**config.mk**
```make
export PLATFORM = sky130hd
export DESIGN_NAME = crv32_dbg_loader_flat
export DESIGN_NICKNAME = d
export VERILOG_FILES = /design/src/rtl/crv32_dbg_loader_if.sv /design/src/rtl/crv32_dbg_loader.sv /design/src/flat_wrapper.sv
export SDC_FILE = /design/constraint.sdc
export NUM_CORES = 1
export LEC_CHECK = 0
export CORE_UTILIZATION = 25
export CTS_BUF_LIST = sky130_fd_sc_hd__clkbuf_8
export CTS_CLUSTER_DIAMETER = 40
export CTS_CLUSTER_SIZE = 16
export DETAILED_ROUTE_END_ITERATION = 8
export PLACE_DENSITY = 0.56
export SYNTH_ARGS = -nofsm -noshare
export SYNTH_HDL_FRONTEND = slang
export SYNTH_SLANG_ARGS = --single-unit
```
**constraint.sdc**
```tcl
create_clock -name clk -period 2.7 [get_ports clk]
set_input_delay 0.675 -clock clk [delete_from_list [all_inputs] [get_ports clk]]
set_output_delay 0.675 -clock clk [all_outputs]
set_load 0.01 [all_outputs]
```
**src/rtl/crv32_dbg_loader_if.sv**
```systemverilog
// Command stream and debug memory port of the crv32 debug loader.
// The loader uses the slave view; whatever feeds it commands and models memory uses master.
interface crv32_dbg_loader_if #(
  parameter int ADDR_W = 32,
  parameter int DATA_W = 32
);
  localparam int BE = DATA_W / 8;

  logic              cmd_valid;
  logic              cmd_ready;
  logic [1:0]        cmd_op;
  logic [DATA_W-1:0] cmd_data;
  logic              dbg_mem_op;
  logic [BE-1:0]     dbg_wren;
  logic [ADDR_W-1:0] dbg_adr;
  logic [DATA_W-1:0] dbg_do;
  logic [DATA_W-1:0] dbg_di;

  modport slave (
    input  cmd_valid, cmd_op, cmd_data, dbg_di,
    output cmd_ready, dbg_mem_op, dbg_wren, dbg_adr, dbg_do
  );

  modport master (
    output cmd_valid, cmd_op, cmd_data, dbg_di,
    input  cmd_ready, dbg_mem_op, dbg_wren, dbg_adr, dbg_do
  );
endinterface

```
**src/rtl/crv32_dbg_loader.sv**
```systemverilog
// Debug memory loader: executes address/write/mode/run commands on the SoC debug
// port, holding the CPU in reset until released, with optional read-back verify.
module crv32_dbg_loader #(
  parameter int ADDR_W      = 32,
  parameter int DATA_W      = 32,
  parameter int HOLD_CYCLES = 4,
  parameter int ERR_W       = 8
) (
  input  logic             clk,
  input  logic             n_reset,
  crv32_dbg_loader_if.slave bus,
  output logic             cpu_n_reset,
  output logic             busy,
  output logic             err,
  output logic [ERR_W-1:0] err_count
);
  localparam int BE    = DATA_W / 8;
  localparam int CNT_W = (HOLD_CYCLES > 1) ? $clog2(HOLD_CYCLES) : 1;
  localparam int AMIN  = (ADDR_W < DATA_W) ? ADDR_W : DATA_W;

  typedef enum logic [2:0] {S_IDLE, S_WR, S_RD, S_CMP, S_RUN} state_e;

  state_e            state_q, state_d;
  logic [CNT_W-1:0]  cnt_q, cnt_d;
  logic [ADDR_W-1:0] addr_q, addr_d;
  logic [BE-1:0]     mask_q, mask_d;
  logic              verify_q, verify_d;
  logic [DATA_W-1:0] data_q, data_d;
  logic              err_q, err_d;
  logic [ERR_W-1:0]  err_cnt_q, err_cnt_d;
  logic              cpu_q, cpu_d;
  logic              mem_op_q, mem_op_d;
  logic [BE-1:0]     wren_q, wren_d;
  logic [ADDR_W-1:0] adr_q, adr_d;
  logic [DATA_W-1:0] do_q, do_d;
  logic              busy_q, busy_d;
  logic              ready_q, ready_d;
  logic              accept, mismatch;

  function automatic logic [DATA_W-1:0] byte_mask(input logic [BE-1:0] m);
    logic [DATA_W-1:0] r;
    for (int b = 0; b < BE; b++) r[8*b +: 8] = {8{m[b]}};
    return r;
  endfunction

  function automatic logic [ERR_W-1:0] sat_inc(input logic [ERR_W-1:0] v);
    return (&v) ? v : v + 1'b1;
  endfunction

  function automatic logic [ADDR_W-1:0] to_addr(input logic [DATA_W-1:0] d);
    logic [ADDR_W-1:0] a;
    a = '0;
    a[AMIN-1:0] = d[AMIN-1:0];
    return a;
  endfunction

  assign accept   = bus.cmd_valid && ready_q;
  assign mismatch = |((bus.dbg_di ^ data_q) & byte_mask(mask_q));

  always_ff @(posedge clk or negedge n_reset) begin
    if (!n_reset) begin
      state_q   <= S_IDLE;
      cnt_q     <= '0;
      addr_q    <= '0;
      mask_q    <= '1;
      verify_q  <= 1'b0;
      err_q     <= 1'b0;
      err_cnt_q <= '0;
      cpu_q     <= 1'b0;
      mem_op_q  <= 1'b0;
      wren_q    <= '0;
      adr_q     <= '0;
      do_q      <= '0;
      busy_q    <= 1'b0;
      ready_q   <= 1'b1;
    end else begin
      state_q   <= state_d;
      cnt_q     <= cnt_d;
      addr_q    <= addr_d;
      mask_q    <= mask_d;
      verify_q  <= verify_d;
      err_q     <= err_d;
      err_cnt_q <= err_cnt_d;
      cpu_q     <= cpu_d;
      mem_op_q  <= mem_op_d;
      wren_q    <= wren_d;
      adr_q     <= adr_d;
      do_q      <= do_d;
      busy_q    <= busy_d;
      ready_q   <= ready_d;
    end
  end

  // Write payload is only meaningful while a sequence is active, so it carries no reset.
  always_ff @(posedge clk) data_q <= data_d;

  always_comb begin
    state_d   = state_q;
    cnt_d     = cnt_q;
    addr_d    = addr_q;
    mask_d    = mask_q;
    verify_d  = verify_q;
    data_d    = data_q;
    err_d     = err_q;
    err_cnt_d = err_cnt_q;
    cpu_d     = cpu_q;
    unique case (state_q)
      S_IDLE: if (accept) begin
        case (bus.cmd_op)
          2'd0: addr_d = to_addr(bus.cmd_data);
          2'd1: begin
            state_d = S_WR;
            cnt_d   = '0;
            data_d  = bus.cmd_data;
          end
          2'd2: begin
            mask_d   = bus.cmd_data[BE-1:0];
            verify_d = bus.cmd_data[BE];
          end
          default: begin
            cpu_d   = bus.cmd_data[0];
            state_d = bus.cmd_data[0] ? S_RUN : S_IDLE;
          end
        endcase
      end
      S_WR: begin
        if (cnt_q == CNT_W'(HOLD_CYCLES - 1)) begin
          if (verify_q) begin
            state_d = S_RD;
          end else begin
            state_d = S_IDLE;
            addr_d  = addr_q + ADDR_W'(BE);
          end
        end else begin
          cnt_d = cnt_q + 1'b1;
        end
      end
      S_RD: state_d = S_CMP;
      S_CMP: begin
        state_d = S_IDLE;
        addr_d  = addr_q + ADDR_W'(BE);
        if (mismatch) begin
          err_d     = 1'b1;
          err_cnt_d = sat_inc(err_cnt_q);
        end
      end
      S_RUN: if (accept) begin
        // Only RUN is meaningful while the CPU executes; anything else is dropped.
        if (bus.cmd_op == 2'd3) begin
          cpu_d = bus.cmd_data[0];
          if (!bus.cmd_data[0]) state_d = S_IDLE;
        end else begin
          err_d = 1'b1;
        end
      end
      default: state_d = S_IDLE;
    endcase
  end

  // Port values are decoded from the next state so every output leaves a flop.
  always_comb begin
    mem_op_d = (state_d == S_WR) || (state_d == S_RD);
    wren_d   = (state_d == S_WR) ? mask_d : '0;
    adr_d    = mem_op_d ? addr_d : adr_q;
    do_d     = (state_d == S_WR) ? data_d : do_q;
    busy_d   = (state_d == S_WR) || (state_d == S_RD) || (state_d == S_CMP);
    ready_d  = (state_d == S_IDLE) || (state_d == S_RUN);
  end

  assign bus.cmd_ready  = ready_q;
  assign bus.dbg_mem_op = mem_op_q;
  assign bus.dbg_wren   = wren_q;
  assign bus.dbg_adr    = adr_q;
  assign bus.dbg_do     = do_q;
  assign cpu_n_reset    = cpu_q;
  assign busy           = busy_q;
  assign err            = err_q;
  assign err_count      = err_cnt_q;
endmodule
```
**src/flat_wrapper.sv**
```systemverilog
// flat-port wrapper written by rule: the top's interface ports become plain ports
module crv32_dbg_loader_flat 
#(
  parameter int ADDR_W      = 32,
  parameter int DATA_W      = 32,
  parameter int HOLD_CYCLES = 4,
  parameter int ERR_W       = 8
)
  (clk, n_reset, cpu_n_reset, busy, err, err_count, bus_cmd_valid, bus_cmd_op, bus_cmd_data, bus_dbg_di, bus_cmd_ready, bus_dbg_mem_op, bus_dbg_wren, bus_dbg_adr, bus_dbg_do);
  crv32_dbg_loader_if #(.ADDR_W(ADDR_W), .DATA_W(DATA_W)) bus_i ();
  input  logic clk;
  input  logic n_reset;
  output logic cpu_n_reset;
  output logic busy;
  output logic err;
  output logic [ERR_W-1:0] err_count;
  input wire logic [$bits(bus_i.cmd_valid)-1:0] bus_cmd_valid;
  input wire logic [$bits(bus_i.cmd_op)-1:0] bus_cmd_op;
  input wire logic [$bits(bus_i.cmd_data)-1:0] bus_cmd_data;
  input wire logic [$bits(bus_i.dbg_di)-1:0] bus_dbg_di;
  output wire logic [$bits(bus_i.cmd_ready)-1:0] bus_cmd_ready;
  output wire logic [$bits(bus_i.dbg_mem_op)-1:0] bus_dbg_mem_op;
  output wire logic [$bits(bus_i.dbg_wren)-1:0] bus_dbg_wren;
  output wire logic [$bits(bus_i.dbg_adr)-1:0] bus_dbg_adr;
  output wire logic [$bits(bus_i.dbg_do)-1:0] bus_dbg_do;
  assign bus_i.cmd_valid = bus_cmd_valid;
  assign bus_i.cmd_op = bus_cmd_op;
  assign bus_i.cmd_data = bus_cmd_data;
  assign bus_i.dbg_di = bus_dbg_di;
  assign bus_cmd_ready = bus_i.cmd_ready;
  assign bus_dbg_mem_op = bus_i.dbg_mem_op;
  assign bus_dbg_wren = bus_i.dbg_wren;
  assign bus_dbg_adr = bus_i.dbg_adr;
  assign bus_dbg_do = bus_i.dbg_do;
  crv32_dbg_loader #(.ADDR_W(ADDR_W), .DATA_W(DATA_W), .HOLD_CYCLES(HOLD_CYCLES), .ERR_W(ERR_W)) u_core (.clk(clk), .n_reset(n_reset), .bus(bus_i), .cpu_n_reset(cpu_n_reset), .busy(busy), .err(err), .err_count(err_count));
endmodule
```
==> run metrics <==
status=finished clean; largest net degree at the start of global routing=75; Setup WS pre-CTS=0.00261 ns; EDFF count, synth=0; worst endpoint required time=3.04 ns; internal power=6.77 mW; Final period util=82.7%; die height=168 um; Rel. slew slack=58.6%; Synth Warn #=0; Yosys cell types=60; H-tree levels=4; startpoint type of the worst setup path=input port; Final Hold Fails=0; final WL=20,200 um; Mapped Cells=678; R2R setup slack=0.47 ns; fmax=448 MHz; Top FF cell, synth=dfrtp_1; row count=60; initial antenna violation count=1; sequential standard cell area=3720 um^2; Area Growth Syn to Fin=36.4%; P per Cell Area=1110 nW/um^2; R2R Path End=u_core.addr_q[26]; switch share=35.1%; total number of vias=5,495; worst-path cell chain=clkdlybuf4s50_1, and4bb_4, nand2b_4, or3b_1, buf_12, nand2_1, nand2_1, mux2_2; first-pass GRT wire length=31,600 um; max incr delay on CP=0.48 ns; Clock power frac=18.4%; post-route worst setup slack=0.468 ns; Syn Nets=750; critical path arrival=2.57 ns; Setup CP Type=input port to flop; CTS max path bufs=2; port bufs=149; Pleak=3.95 nW; switching pwr=3.65 mW; GP Congestion=0.848; hold_buf cts=0; Final TNS setup=0 ns; GRT overflow=0; MaxCap Viol Count=0; routed wire length per instance=16.8 um; CP most frequent cell=nand2_1; layout cells sized above 1=14.9%; initial DRC count=401; clk_lat worst skew=0.46 ns; CTS Buf Count=17; Tmin final=2.23 ns; Synth Register Bits=155; Initial Util=25.5%; clk root buf=clkbuf_8; Slowest-stage cell, CP=clkdlybuf4s50_1; RSZ-0062 raised after global routing=no; Worst IR Drop VDD=0.395 mV; ys async rst share=79.4%; GRT Util Overall=14.7%; Reg-to-Reg Start=u_core.addr_q[2]; CP Max Fanout=32; CTS tree=yes; Post-Syn Area per Cell=10.1 um^2; DRC errors left=0; sequential area share after synthesis=54.2%; worst hold path class=input port to asynchronous set/reset pin; FF-to-FF path depth=7; clk sinks=155; footprint of the multi-input gates=2960 um^2; Routed Antenna Nets=0; Setup Buffers After CTS=0; DIE WIDTH=168 um; CORE AREA=27,000 um^2; fin nets=919; final clock skew=0.0144 ns; Resized cells post-CTS=0; Slew Limit Fails=0; final number of setup-violating endpoints=0; Vias/cell=4.57; Worst-Margin Slew=0.613 ns; Reg power frac=40.6%; CP Capture Type=flop; Comb power frac=41.0%; Ports=150; DP HPWL=15,100 um; vias in the first global route=5,556; Post-Synthesis Cell Area=6880 um^2; clock transition at the registers of the reported paths=0.08 ns; number of fill cells in the layout=2,720; DR pass1 iterations=5; die area=28,200 um^2
cells in the final DEF (no fill, tap or decap), types with 3 or more instances in the layout:
master and instances:
mux2_2 51, xnor2_1 41, dfxtp_1 32, bufinv_16 4
dfrtp_1 118, nand4b_1 3, clkinv_2 4, dfstp_2 5
nor4_1 3, a21o_1 7, a221o_1 4, clkdlybuf4s50_1 148
buf_4 26, nand4_1 18, nand3_1 22, clkbuf_8 18
nor2b_1 3, o21ai_0 32, ha_1 3, a31oi_1 10
nor3_1 6, o211ai_1 6, inv_1 8, nor2_1 41
a21oi_1 16, and2_1 5, and3_1 6, nand2_1 162
o21a_1 3, a22oi_1 7, buf_12 7
through the flow:
stage	util [%]	instance area (um^2)	hold WS [ns]	std cells	total power [mW]
after CTS	34.8	9380	0.191	1201	10.5
after detailed placement	33.2	8960	0.462	1169	8.56
after global placement	33.2	8960	0.451	1169	8.50
after global routing	34.8	9380	0.198	1202	11.1
final	34.8	9380	0.197	1202	10.4
after floorplan	-	6880	0.379	678	6.50
power groups by stage:
stage / logic [mW] / registers, mW / clock network (mW)
CTS: 4.32 / 4.23 / 1.97
floorplan: 2.21 / 4.29 / 0
global placement: 4.26 / 4.25 / 0
detailed placement: 4.30 / 4.26 / 0
global route: 4.70 / 4.37 / 2.07
finish: 4.27 / 4.22 / 1.92
state kept, by name, summed over array words and instances (netlist names), 2 cells and up:
| register | cells |
|---|---|
| u_core.data_q | 32 |
| u_core.cnt_q | 2 |
| u_core.state_q | 3 |
| u_core.bus.dbg_do | 32 |
| u_core.err_count | 8 |
| u_core.mask_q | 4 |
| u_core.addr_q | 32 |
| u_core.bus.dbg_wren | 4 |
| u_core.bus.dbg_adr | 32 |
routing by layer:
layer / wire length, um / global-route usage, % / share of wire [%] / vias up
li1: - / - / - / 2675
met1: 9820 / 20.2 / 49 / 2638
met2: 8910 / 22.1 / 44 / 153
met3: 1020 / 3.62 / 5.1 / 29
met4: 416 / 5.42 / 2.1 / 0
met5: 0 / 0 / 0 / -
critical path: cells and delay by family:
kind	cells	cell delay (ns)
buffers and inverters	2	0.66
muxes	1	0.27
and+or+nand+nor	5	0.94
layout make-up:
| class | instances | area share (%) |
|---|---|---|
| Sequential cell | 155 | 39.7 |
| Multi-Input combinational cell | 485 | 31.6 |
| Timing Repair Buffer | 181 | 19.4 |
| Tap cell | 341 | 4.55 |
| Clock buffer | 18 | 2.64 |
| Clock inverter | 14 | 1.88 |
| Inverter | 7 | 0.280 |
| Antenna cell | 1 | 0.0267 |
worst max path at each step:
| stage | startpoint | end | slack [ns] | cells after the start |
|---|---|---|---|---|
| after global placement | bus_cmd_valid | u_core.bus.dbg_do[22] | 0.01 | 8 |
| after detailed placement | bus_cmd_valid | u_core.bus.dbg_do[22] | 0.003 | 8 |
| after CTS | u_core.bus.cmd_ready | bus_cmd_ready | 0.46 | 1 |
| after global routing | u_core.addr_q[2] | u_core.addr_q[26] | 0.33 | 7 |
| final | bus_cmd_valid | u_core.bus.dbg_do[22] | 0.47 | 8 |
| after floorplan | bus_cmd_valid | u_core.bus.dbg_do[17] | 0.47 | 7 |
synth_stat cells, types with 3 or more instances:
| cell | count | area (um^2) |
|---|---|---|
| dfstp_2 | 5 | 131 |
| and3_1 | 6 | 37.5 |
| nand3_1 | 22 | 110 |
| buf_4 | 5 | 37.5 |
| buf_6 | 3 | 33.8 |
| nand2_1 | 162 | 608 |
| dfrtp_1 | 118 | 2950 |
| o21a_1 | 3 | 22.5 |
| and2_1 | 5 | 31.3 |
| a21oi_1 | 16 | 80.1 |
| ha_1 | 3 | 37.5 |
| nor2_1 | 41 | 154 |
| a21o_1 | 7 | 52.6 |
| a31oi_1 | 10 | 62.6 |
| mux2_2 | 51 | 574 |
| nand4_1 | 18 | 113 |
| o21ai_0 | 32 | 160 |
| inv_1 | 6 | 22.5 |
| nor2b_1 | 3 | 18.8 |
| a22oi_1 | 7 | 52.6 |
| o211ai_1 | 6 | 45.0 |
| xnor2_1 | 41 | 359 |
| buf_2 | 10 | 50.1 |
| nand4b_1 | 3 | 26.3 |
| a221o_1 | 4 | 40.0 |
| nor3_1 | 6 | 30.0 |
| clkbuf_1 | 13 | 48.8 |
| dfxtp_1 | 32 | 641 |
| nor4_1 | 3 | 18.8 |
cell families after synthesis:
group           share of synthesized area (%)
mux                                      8.50
compound gates                           9.51
xor+xnor                                 5.48
buf+inv                                  2.86
flops                                    54.2
fa+ha+maj                               0.546
simple gates                             19.0
No activity file was read; power rests on OpenSTA's default activity.
